`src/rtl/div_unit_pkg.sv`:
```
// Shared definitions for the sequential HI/LO divider.
// State encoding, default width and counter sizing.
package div_unit_pkg;

    localparam int WIDTH_DEF = 32;

    typedef enum logic [2:0] {
        IDLE = 3'd0,
        RUN  = 3'd1,
        FIX  = 3'd2,
        DONE = 3'd3,
        ZERO = 3'd4
    } state_t;

    function automatic int cnt_width(input int w);
        return $clog2(w) + 1;
    endfunction

endpackage

```
`src/rtl/div_step.sv`:
```
// One restoring-division step: shift in a dividend bit,
// trial-subtract the divisor, keep or restore the remainder.
module div_step #(
    parameter int W = 32
) (
    input  logic [W-1:0] rem,
    input  logic         dividend_bit,
    input  logic [W-1:0] divisor,
    output logic [W-1:0] rem_next,
    output logic         quo_bit
);

    logic [W:0] shifted;
    logic [W:0] trial;

    // rem < divisor always holds, so bit W of trial is its sign
    assign shifted  = {rem, dividend_bit};
    assign trial    = shifted - {1'b0, divisor};
    assign quo_bit  = ~trial[W];
    assign rem_next = quo_bit ? trial[W-1:0] : shifted[W-1:0];

endmodule

```
`src/rtl/div_unit.sv`:
```
// Sequential restoring divider for DIV/DIVU: quotient to LO,
// remainder to HI, one-cycle divide-by-zero flag.
module div_unit
    import div_unit_pkg::*;
#(
    parameter int WIDTH = WIDTH_DEF
) (
    input  logic             Clock,
    input  logic             Reset_N,
    input  logic             Div_Control,
    input  logic             Div_Unsigned,
    input  logic [WIDTH-1:0] A,
    input  logic [WIDTH-1:0] B,
    output logic [WIDTH-1:0] HI_Out,
    output logic [WIDTH-1:0] LO_Out,
    output logic             Div_Busy,
    output logic             Div_Done,
    output logic             Div_Zero
);

    localparam int CW = cnt_width(WIDTH);

    state_t           state;
    logic [CW-1:0]    cnt;
    logic [WIDTH-1:0] rem;
    logic [WIDTH-1:0] quo;
    logic [WIDTH-1:0] dvs;
    logic             uns;
    logic             sign_a;
    logic             sign_b;

    logic             neg_a;
    logic             neg_b;
    logic [WIDTH-1:0] rem_next;
    logic             quo_bit;

    assign neg_a = ~Div_Unsigned & A[WIDTH-1];
    assign neg_b = ~Div_Unsigned & B[WIDTH-1];

    div_step #(.W(WIDTH)) u_step (
        .rem          (rem),
        .dividend_bit (quo[WIDTH-1]),
        .divisor      (dvs),
        .rem_next     (rem_next),
        .quo_bit      (quo_bit)
    );

    always_ff @(posedge Clock or negedge Reset_N) begin
        if (!Reset_N) begin
            state    <= IDLE;
            cnt      <= '0;
            rem      <= '0;
            quo      <= '0;
            dvs      <= '0;
            uns      <= 1'b0;
            sign_a   <= 1'b0;
            sign_b   <= 1'b0;
            HI_Out   <= '0;
            LO_Out   <= '0;
            Div_Busy <= 1'b0;
            Div_Done <= 1'b0;
            Div_Zero <= 1'b0;
        end else begin
            unique case (state)
                IDLE: begin
                    Div_Done <= 1'b0;
                    Div_Zero <= 1'b0;
                    if (Div_Control) begin
                        uns      <= Div_Unsigned;
                        sign_a   <= neg_a;
                        sign_b   <= neg_b;
                        quo      <= neg_a ? -A : A;
                        dvs      <= neg_b ? -B : B;
                        rem      <= '0;
                        cnt      <= '0;
                        Div_Busy <= 1'b1;
                        state    <= (B == '0) ? ZERO : RUN;
                    end
                end
                RUN: begin
                    rem <= rem_next;
                    quo <= {quo[WIDTH-2:0], quo_bit};
                    cnt <= cnt + CW'(1);
                    if (cnt == CW'(WIDTH - 1)) begin
                        state <= FIX;
                    end
                end
                FIX: begin
                    // quotient truncates toward zero; remainder follows dividend
                    LO_Out   <= (!uns && (sign_a ^ sign_b)) ? -quo : quo;
                    HI_Out   <= (!uns && sign_a) ? -rem : rem;
                    Div_Done <= 1'b1;
                    state    <= DONE;
                end
                DONE: begin
                    Div_Done <= 1'b0;
                    Div_Busy <= 1'b0;
                    state    <= IDLE;
                end
                ZERO: begin
                    Div_Zero <= 1'b1;
                    Div_Busy <= 1'b0;
                    state    <= IDLE;
                end
                default: begin
                    Div_Busy <= 1'b0;
                    state    <= IDLE;
                end
            endcase
        end
    end

endmodule

```
`config.mk`:
```
export PLATFORM = sky130hd
export DESIGN_NAME = div_unit
export DESIGN_NICKNAME = d
export VERILOG_FILES = /design/src/rtl/div_unit_pkg.sv /design/src/rtl/div_step.sv /design/src/rtl/div_unit.sv
export SDC_FILE = /design/constraint.sdc
export NUM_CORES = 1
export LEC_CHECK = 0
export CAP_MARGIN = 10
export CORE_ASPECT_RATIO = 0.5
export CORE_MARGIN = 8
export CORE_UTILIZATION = 40
export DETAILED_ROUTE_END_ITERATION = 8
export PLACE_DENSITY = 0.71
export SLEW_MARGIN = 20
export SYNTH_ARGS = -nofsm -noshare
export SYNTH_HDL_FRONTEND = slang
export SYNTH_SLANG_ARGS = --single-unit
```
`constraint.sdc`:
```
create_clock -name Clock -period 7.7 [get_ports Clock]
set_input_delay 1.54 -clock Clock [delete_from_list [all_inputs] [get_ports Clock]]
set_output_delay 1.54 -clock Clock [all_outputs]
set_load 0.01 [all_outputs]
```
==> results.md, run 1 <==
* Maximum buffer depth of the clock tree at 2
* Gpl congestion at between 0.8 and 0.9
* Num CTS Buffers at 17
* Layout cells sized above 1 at 0.0463
* CP max FO at 5
* H-tree depth at 4
* Vias in the first global route at roughly 9600
* Layout Skew at about 0.010 ns
* Leading post-synthesis cells by cell area: dfrtp_1, o21ai_0, xnor2_1
* CTS tree: built
* Post-Synthesis Net Count at approximately 1400
* Placed insts at between 1500 and 2000
* Clk slew on worst S/H paths at ~0.06 ns
* WS Path Type: primary input to flip-flop
* VDD IR max at 254 uV
* Critical Path RT at 8.02 ns
* Yosys synthesis warning count at 0
* Reg-to-reg endpoint: rem[12]$_DFFE_PN0P_
* Synth Cell Area at approximately 0.011 mm2
* Worst Hold Class: flip-flop to flip-flop
* Final Hold Viols at 0
* DP HPWL at 23.1 mm
* Hold_buf cts at 0
* Final setup fails at 0
* R2r worst-path depth at 11
* Layout area overhead at 19.7%
* Slowest Stage Delay on Critical Path at around 0.64 ns
* Post-synth EDFFs at 0
* Worst rel slew slack at 0.300
* Chip width at 253 um
* Gr ovfl total at 0
* Synth async-reset ratio at 1.00
* Skew-Pair Late Insertion Delay at approximately 0.44 ns
* Post-CTS sizing at 0
* WHS Endpoint: dvs[11]$_DFFE_PN0P_
* Synth unique cells at 67
* Share of the synthesized area in the top cell type at 0.390
* Hold_sp: dvs[11]$_DFFE_PN0P_
* Post-CTS Repair Setup Buffers at 0
* Via-per-instance ratio at approximately 5.4
* Largest net degree at the start of global routing at about 130
* # port buffers at ~130
* Unrepaired setup endpoints after global routing: false
* Total GRT Usage at 0.181
* Ports at ~140
* Global-route wire length before repair at 50.3 mm
* Reg2reg start: rem[4]$_DFFE_PN0P_
* Crit path capture type: flip-flop
* Vias at between 9000 and 10000
* CORE AREA at between 0.02 and 0.03 mm2
* Fin nets at 1518
* Die footprint at 0.0340 mm2
* Die H at ~130 um
* Clk root buf: clkbuf_16
* DR iter-0 viols at between 800 and 900
* Setup_tns at 0 ns
* Total of max-cap violations at 0
* Initial antenna violation count at 0
* Critical Path Source Type: primary input
* Initial Util at 0.406
* Hold path depth at 2
* Finished Layout Cells at around 1800
* FILL cells at roughly 2600
* Gate Count Post-Synth at ~1300
* Tcrit/Tclk final at 0.496
* Row count at 43
* CTS Sinks at between 150 and 200
* Leak pwr at about 5.6 nW
* Seq cells post-synth at roughly 180
* Final Max Tran Viols at 0
* Final min period at about 3.8 ns
* Final WL at 31.0 mm
* Cell Pwr Density at between 300 and 400 mW/mm2
* Biggest area consumer among synthesized cells: dfrtp_1
* Sequential-to-total area share from yosys stat at 0.390
* Syn_area_per_cell at approximately 8.5 um2
* Status: finished, final reports clean
* Arrival @ worst endpoint at around 4.1 ns
* Drt wl/cell at roughly 17 um
* Antenna violation net count after detailed routing at 0
* Worst slew pin tran at 1.05 ns
* Top FF cell, synth: dfrtp_1
* Achievable Freq at between 200 and 300 MHz
* Antenna Cells at 0
* CP max stage cell: or4_1
* Reg2Reg Setup Slack at approximately 4.3 ns
* CP Cell Sequence: clkdlybuf4s50_1, or4_1, nor4_2, nand2b_1, nor2_1, and2_1, nand3b_1, a21oi_1, o22a_1, nor2_1
* Residual DRC count at 0
* DR pass1 iterations at 5
* Crit-path most repeated cell: nor2_1
==> sequential cells by signal, summed over array words and instances, names as in the netlist <==
name / count
HI_Out: 32
LO_Out: 32
dvs: 32
quo: 32
rem: 32
cnt: 6
state: 3
Div_Busy: 1
Div_Done: 1
Div_Zero: 1
sign_a: 1
sign_b: 1
uns: 1
==> cells in the mapped netlist (all sizes together), types with 4 or more instances <==
| cell type | count |
|---|---|
| a211oi | 4 |
| a21o | 11 |
| a21oi | 75 |
| a22oi | 33 |
| a31oi | 13 |
| and2 | 6 |
| and3 | 8 |
| buf | 7 |
| clkbuf | 63 |
| dfrtp | 175 |
| ha | 37 |
| inv | 57 |
| mux2i | 27 |
| nand2 | 182 |
| nand2b | 24 |
| nand3 | 11 |
| nand4 | 9 |
| nor2 | 84 |
| nor2b | 11 |
| nor3 | 29 |
| nor4 | 15 |
| o211ai | 9 |
| o21ai | 204 |
| o31ai | 14 |
| o41ai | 11 |
| or2 | 4 |
| or3 | 8 |
| or4 | 6 |
| xnor2 | 84 |
| xor2 | 64 |
==> area by class of cell <==
cell class                 instances  area [um2]  area share
multi-input combinational       1018        6360       0.473
sequential                       175        4380       0.326
timing repair buffer             143        1420       0.106
tap                              382         478      0.0355
clock buffer                      22         464      0.0345
inverter                          57         214      0.0159
clock inverter                     9         134     0.00995
==> layer usage <==
layer  GRT usage  wire (um)
met5           0          0
met4      0.0589        708
met3      0.0430       1770
met2       0.290      14500
met1       0.240      14100
==> cell usage in the layout (no fill, tap or decap), drive strengths merged, types with 6 or more instances in the layout <==
master         count
nor2b             11
or4                6
nor3              29
o41ai             11
clkbuf            22
and2               6
nand4              9
a21oi             75
a21o              11
nand2b            24
a31oi             13
o211ai             9
dfrtp            175
mux2i             27
and3               8
or3                8
a22oi             33
inv               58
xor2              64
clkdlybuf4s50    133
o31ai             14
buf               10
o21ai            204
xnor2             84
nand3             11
nor4              15
nor2              84
nand2            182
ha                37
==> cells by family (layout without fill, tap and decap cells) <==
group,Yosys count,after routing,synth area share
simple gates,403,403,0.165
flops,175,175,0.390
buf+inv,127,231,0.0462
fa+ha+maj,38,38,0.0430
mux,29,29,0.0261
compound gates,400,400,0.213
xor+xnor,148,148,0.117
==> critical path: cells and delay by family <==
family | cells | cell delay, ns
AND/OR/NAND/NOR | 7 | 1.75
buffers and inverters | 1 | 0.48
AO/OA/AOI/OAI | 2 | 0.36
==> power by group <==
group	internal [mW]	switching [mW]
clock	0.527	0.366
combinational	1.19	1.44
sequential	1.16	0.343
==> stage by stage <==
| stage | utilization | hold slack (ns) | worst slack, ns | power [mW] | cell area [um2] |
|---|---|---|---|---|---|
| floorplan | - | 0.450 | 4.37 | 3.56 | 11200 |
| global placement | 0.464 | 0.463 | 3.48 | 4.04 | 12800 |
| detailed placement | 0.464 | 0.470 | 3.44 | 4.12 | 12800 |
| CTS | 0.486 | 0.485 | 3.91 | 5.03 | 13400 |
| global route | 0.486 | 0.499 | 3.73 | 5.42 | 13500 |
| finish | 0.486 | 0.476 | 3.88 | 5.02 | 13500 |
==> worst max path at each step <==
stage | endpoint | from
floorplan | dvs[29]$_DFFE_PN0P_ | B[11]
global placement | state[0]$_DFFE_PN0P_ | B[10]
detailed placement | state[0]$_DFFE_PN0P_ | B[10]
CTS | state[0]$_DFFE_PN0P_ | B[11]
global route | state[0]$_DFFE_PN0P_ | B[11]
finish | state[0]$_DFFE_PN0P_ | B[11]
Note: power is estimated with default switching activity, not from simulation.
==> run 2: changes to the inputs <==
Clock period 7.7 ns to 3.7 ns, I/O delays scaled along.
==> run 2 against run 1 <==
Effect of this change:
- flip-flop and latch count did not move
- sequential power rose by 110%
- worst setup slack got worse by 3.4 ns
- critical path depth rose by 3
- routed wire length fell by 0.62%
- register-to-register slack got worse by 3.8 ns
- power rose by 110%
- utilization rose by 0.39 points
- global-route usage fell by 0.30 points
- sequential share of layout area fell by 0.26 points
- critical path type is now flip-flop to flip-flop
- highest routed layer unchanged
==> results.md, run 2 (same netlist as run 1, synthesis figures left out) <==
* DR pass1 iterations at 5 (unchanged)
* Total of max-cap violations at 0 (unchanged)
* Vias at 9887 (+1.4%)
* Clock Power Share at 0.177 (about the same)
* Maximum buffer depth of the clock tree at 2 (unchanged)
* Crit path capture type: flip-flop
* Skew-Pair Late Insertion Delay at 0.44 ns (about the same)
* # port buffers at 134 (unchanged)
* Dpl ws at 0.228 ns (-3.21 ns)
* CP Launch Point: quo[31]$_DFFE_PN0P_
* Status: finished, final reports clean
* Sequential Power Share at 0.297 (-0.002)
* VDD IR max at 593 uV (+130%)
* Antenna Cells at 0 (unchanged)
* Fin nets at 1526 (+0.53%)
* Initial antenna violation count at 1 (+1)
* Residual DRC count at 0 (unchanged)
* Layout cells sized above 1 at 0.0537 (+0.00739)
* Worst slew pin tran at 0.802 ns (-0.246 ns)
* CTS Sinks at 175 (unchanged)
* Worst rel slew slack at 0.465 (+0.165)
* Cell area after layout at 0.0136 mm2 (+0.80%)
* Global-route wire length before repair at 49.9 mm (-0.74%)
* Switching share of power at 0.432 (+0.00420)
* Final WS setup at 0.489 ns (-3.39 ns)
* WS Path Type: flip-flop to flip-flop
* Chip width at 253 um (unchanged)
* Row count at 43 (unchanged)
* CTS tree: built
* Clk root buf: clkbuf_16
* Cell Pwr Density at 779 mW/mm2 (+110%)
* Vias in the first global route at 9426 (-1.7%)
* Final setup fails at 0 (unchanged)
* Drt wl/cell at 17.0 um (-1.1%)
* Initial Util at 0.406 (unchanged)
* H-tree depth at 4 (unchanged)
* Slowest Stage Delay on Critical Path at 0.38 ns (-0.26 ns)
* Area after DPL at 0.0129 mm2 (+0.76%)
* Setup_tns at 0 ns (unchanged)
* Num CTS Buffers at 17 (unchanged)
* Gr ovfl total at 0 (unchanged)
* Final Max Tran Viols at 0 (unchanged)
* Layout Skew at 0.0143 ns (+0.00409 ns)
* Reg2reg start: quo[31]$_DFFE_PN0P_
* Most common cell after layout, fill and taps aside: nand2_1
* DR iter-0 viols at 749 (-12%)
* Total GRT Usage at 0.178 (-0.00304)
* Antenna violation net count after detailed routing at 0 (unchanged)
* Die footprint at 0.0340 mm2 (unchanged)
* Final Hold Viols at 0 (unchanged)
* Ports at 135 (unchanged)
* Critical Path Source Type: flip-flop
* Via-per-instance ratio at 5.45 (+0.85%)
* Crit-path most repeated cell: a21oi_4
* Achievable Freq at between 300 and 400 MHz
* Gpl congestion at 0.928 (+6.9%)
* Unrepaired setup endpoints after global routing: false
* Net Sw Power at 4.56 mW (+110%)
* Tcrit/Tclk final at 0.868
* Internal Pwr Total at 6.00 mW (+110%)
* Post-CTS Repair Setup Buffers at 0 (unchanged)
* Post-CTS sizing at 0 (unchanged)
* Logic pwr share at 0.526 (+0.003)
* Worst Hold Class: primary input to asynchronous set/reset pin
* Layout area overhead at 20.7%
* DP HPWL at 23.0 mm (-0.42%)
* Largest net degree at the start of global routing at 126 (unchanged)
* Final min period at 3.21 ns
* Critical Path RT at 3.99 ns (-4.03 ns)
* CP max FO at 36 (+31)
* Leak pwr at 5.69 nW (+1.0%)
* Die H at 135 um (unchanged)
* CP Cell Sequence: inv_1, ha_1, fa_1, nand2b_1, a21oi_2, o21ba_4, a21o_1, a21oi_4, a21oi_4, xor2_4, buf_12, mux2i_1, o21ai_1
* CP max stage cell: fa_1
* FILL cells at 2620 (+0.34%)
* Arrival @ worst endpoint at 3.50 ns (-0.63 ns)
* Final WL at 30.8 mm (-0.62%)
* CORE AREA at 0.0277 mm2 (unchanged)
* Most frequent cells in the layout: nand2_1, o21ai_0, dfrtp_1
* Overall power consumption at 10.6 mW (+110%)
* WHS at 0.369 ns (-0.107 ns)
* Clk slew on worst S/H paths at 0.07 ns (about the same)
* Hold_buf cts at 0 (unchanged)
run 2: metal layers:
layer / wire length [um] / vias to the layer above / share of wire / global-route usage
li1: - / 4817 / - / -
met1: 13800 / 4737 / 0.45 / 0.236
met2: 14500 / 299 / 0.47 / 0.291
met3: 1940 / 34 / 0.063 / 0.0389
met4: 551 / 0 / 0.018 / 0.0535
met5: 0 / - / 0 / 0
run 2: metrics by stage:
step	std cells	utilization
CTS	1814	0.489
global route	1815	0.490
floorplan	1320	-
global placement	1782	0.467
finish	1815	0.490
detailed placement	1782	0.467
run 2: critical path, delay by kind of cell (launching register included):
family          cells  cell delay (ns)
buf+inv             2             0.36
mux                 1             0.26
fa+ha+maj           2             0.62
flops               1             0.35
simple gates        1             0.21
xor+xnor            1             0.18
compound gates      6             1.05
run 2: final cells by class:
cell class              instances  area, um2  area share
clock buffers                  19        453      0.0334
clock inverters                13        154      0.0114
inverters                      57        214      0.0158
multi-input cells            1018       6360       0.469
flip-flops and latches        175       4380       0.323
well taps                     382        478      0.0353
repair buffers                151       1520       0.112
run 2: final timing paths:
check                                         end  slack, ns  depth (start not counted)
max                            rem[9]$_DFFE_PN0P_       0.49                         13
min                           dvs[11]$_DFFE_PN0P_       0.37                          1
max reg2reg                    rem[9]$_DFFE_PN0P_       0.49                         13
min reg2reg                LO_Out[13]$_DFFE_PN0P_       0.48                          2
max in group asynchronous     quo[21]$_DFFE_PN0P_       2.49                          2
min in group Clock         LO_Out[13]$_DFFE_PN0P_       0.48                          2
run 2: power by group through the flow:
stage | Sequential, mW | Combinational, mW | Clock (mW)
3_5_place_dp | 3.14 | 5.49 | 0
4_1_cts | 3.11 | 5.54 | 1.90
3_3_place_gp | 3.11 | 5.36 | 0
6_report | 3.13 | 5.55 | 1.87
5_1_grt | 3.21 | 6.16 | 1.99
2_1_floorplan | 2.89 | 4.53 | 0
==> run 3: changes to the inputs <==
Settings changed: GPL_TIMING_DRIVEN set to 0, HOLD_SLACK_MARGIN set to 0.05.
==> run 3 against run 2 <==
Effect of this change:
- worst setup slack worse by 0.10 ns
- flip-flop and latch count stayed put
- clock power is 14% higher
- clock skew is 0.0035 ns lower
- sequential share of layout area is 0.58 points lower
- first-iteration DRC count is 18% lower
- combinational power is 2% higher
- largest power group unchanged
- utilization is 0.90 points higher
- clock-buffer cell count stayed put
==> results.md, run 3 (same netlist as run 1, synthesis figures left out) <==
* Most frequent cells in the layout: nand2_1, o21ai_0, dfrtp_1
* CP max FO at 10 (-72%)
* Leak pwr at 5.76 nW (+1.3%)
* Tcrit/Tclk final at 0.895 (+0.0271)
* CORE AREA at 0.0277 mm2 (unchanged)
* Layout area overhead at 22.9%
* Final Hold Viols at 0 (unchanged)
* DR pass1 iterations at 4 (-1)
* Global-route wire length before repair at 51.5 mm (+3.3%)
* DP HPWL at 25.2 mm (+9.7%)
* Worst rel slew slack at 0.452 (-0.0132)
* Achievable Freq at 302 MHz (-3.0%)
* CP Cell Sequence: inv_1, ha_1, fa_1, nand2b_1, a21oi_2, o21ba_4, a21o_1, a21oi_4, a21oi_4, xor2_4, buf_6, nand2_1, o21ai_1
* WS Path Type: flip-flop to flip-flop
* Drt wl/cell at 17.5 um (+3.0%)
* Ports at 135 (unchanged)
* Post-CTS Repair Setup Buffers at 0 (unchanged)
* Row count at 43 (unchanged)
* Skew-Pair Late Insertion Delay at 0.45 ns (about the same)
* Largest net degree at the start of global routing at 71 (-44%)
* Arrival @ worst endpoint at 3.67 ns (+0.17 ns)
* Cell Pwr Density at 791 mW/mm2 (+1.6%)
* Status: finished, final reports clean
* Seq. cell area at 0.00438 mm2 (unchanged)
* Initial antenna violation count at 0 (-1)
* Cell area after layout at 0.0138 mm2 (+1.8%)
* # port buffers at 134 (unchanged)
* Final WL at 32.7 mm (+6.1%)
* Vias at 9989 (+1.0%)
* H-tree depth at 4 (unchanged)
* Clk slew on worst S/H paths at 0.07 ns (about the same)
* Maximum buffer depth of the clock tree at 2 (unchanged)
* Layout Skew at 0.0108 ns (-0.00352 ns)
* Final setup fails at 0 (unchanged)
* Clk root buf: clkbuf_16
* FILL cells at 2628 (+0.31%)
* Gpl congestion at 0.895 (-3.5%)
* Residual DRC count at 0 (unchanged)
* Num CTS Buffers at 17 (unchanged)
* Fin nets at 1581 (+3.6%)
* Die footprint at 0.0340 mm2 (unchanged)
* Total of max-cap violations at 0 (unchanged)
* Chip width at 253 um (unchanged)
* Initial Util at 0.406 (unchanged)
* DR iter-0 viols at 615 (-18%)
* Most common cell after layout, fill and taps aside: nand2_1
* Critical Path Source Type: flip-flop
* CTS tree: built
* Area of the multi-input gates at 0.00634 mm2 (-0.28%)
* Unrepaired setup endpoints after global routing: false
* Crit path capture type: flip-flop
* Antenna Cells at 0 (unchanged)
* Layout cells sized above 1 at 0.0450 (-0.00871)
* CP max stage cell: fa_1
* Critical Path RT at 4.06 ns (+0.07 ns)
* Via-per-instance ratio at 5.34 (-1.9%)
* Setup_tns at 0 ns (unchanged)
* Crit-path most repeated cell: a21oi_4
* VDD IR max at 371 uV (-37%)
* Die H at 135 um (unchanged)
* Area after DPL at 0.0131 mm2 (+1.5%)
* Worst slew pin tran at 0.822 ns (+0.0197 ns)
* Hold_buf cts at 0 (unchanged)
* WP buf/inv at 2 (unchanged)
* Antenna violation net count after detailed routing at 0 (unchanged)
* Final Max Tran Viols at 0 (unchanged)
* Total GRT Usage at 0.189 (+0.0104)
* Worst Hold Class: primary input to asynchronous set/reset pin
* Gr ovfl total at 0 (unchanged)
* Final min period at 3.31 ns (+0.100 ns)
* Slowest Stage Delay on Critical Path at 0.40 ns (+0.02 ns)
* Post-CTS sizing at 0 (unchanged)
* CTS Sinks at 175 (unchanged)
* Vias in the first global route at 9553 (+1.3%)
* Cell family with most CP delay: compound AO/OA/AOI/OAI gates
==> run 3: cell count changes in the layout (fill, tap and decap cells not counted), sizes merged <==
cell,delta
buf,-8
bufinv,+4
clkbuf,+63
clkinv,-2
inv,-2
==> run 3: final timing paths <==
path	from	end	slack, ns	cells past startpoint
max	quo[31]$_DFFE_PN0P_	rem[30]$_DFFE_PN0P_	0.39	13
min	Reset_N	dvs[12]$_DFFE_PN0P_	0.20	1
max reg2reg	quo[31]$_DFFE_PN0P_	rem[30]$_DFFE_PN0P_	0.39	13
min reg2reg	LO_Out[10]$_DFFE_PN0P_	LO_Out[10]$_DFFE_PN0P_	0.48	2
max in group asynchronous	Reset_N	quo[11]$_DFFE_PN0P_	2.49	3
min in group Clock	LO_Out[10]$_DFFE_PN0P_	LO_Out[10]$_DFFE_PN0P_	0.48	2
==> run 3: through the flow <==
stage	cells	hold slack (ns)	total power, mW	utilization	setup WS [ns]
4_1_cts	1870	0.202	10.9	0.499	0.418
5_1_grt	1870	0.218	11.7	0.499	0.270
3_3_place_gp	1836	0.461	8.61	0.472	-5.49
3_5_place_dp	1838	0.470	8.72	0.474	0.204
6_report	1870	0.198	10.9	0.499	0.389
2_1_floorplan	1320	0.444	7.42	-	0.857
==> run 3: power breakdown <==
group / leakage [nW] / internal (mW) / total (mW) / switching [mW]
clock: 0.334 / 1.31 / 2.14 / 0.829
sequential: 2.13 / 2.41 / 3.10 / 0.692
combinational: 3.30 / 2.60 / 5.68 / 3.08
==> run 3: layout make-up <==
type                    count  area share
inverters                  57      0.0155
plain buffers              70      0.0221
flip-flops and latches    175       0.317
multi-input cells        1018       0.459
clock buffers              19      0.0328
repair buffers            136       0.102
well taps                 382      0.0346
clock inverters            13      0.0169
==> run 3: metal layers <==
| metal | vias up | global-route usage | routed length (um) |
|---|---|---|---|
| li1 | 4920 | - | - |
| met1 | 4788 | 0.248 | 14800 |
| met2 | 250 | 0.311 | 15400 |
| met3 | 31 | 0.0424 | 1940 |
| met4 | 0 | 0.0515 | 572 |
| met5 | - | 0 | 0 |
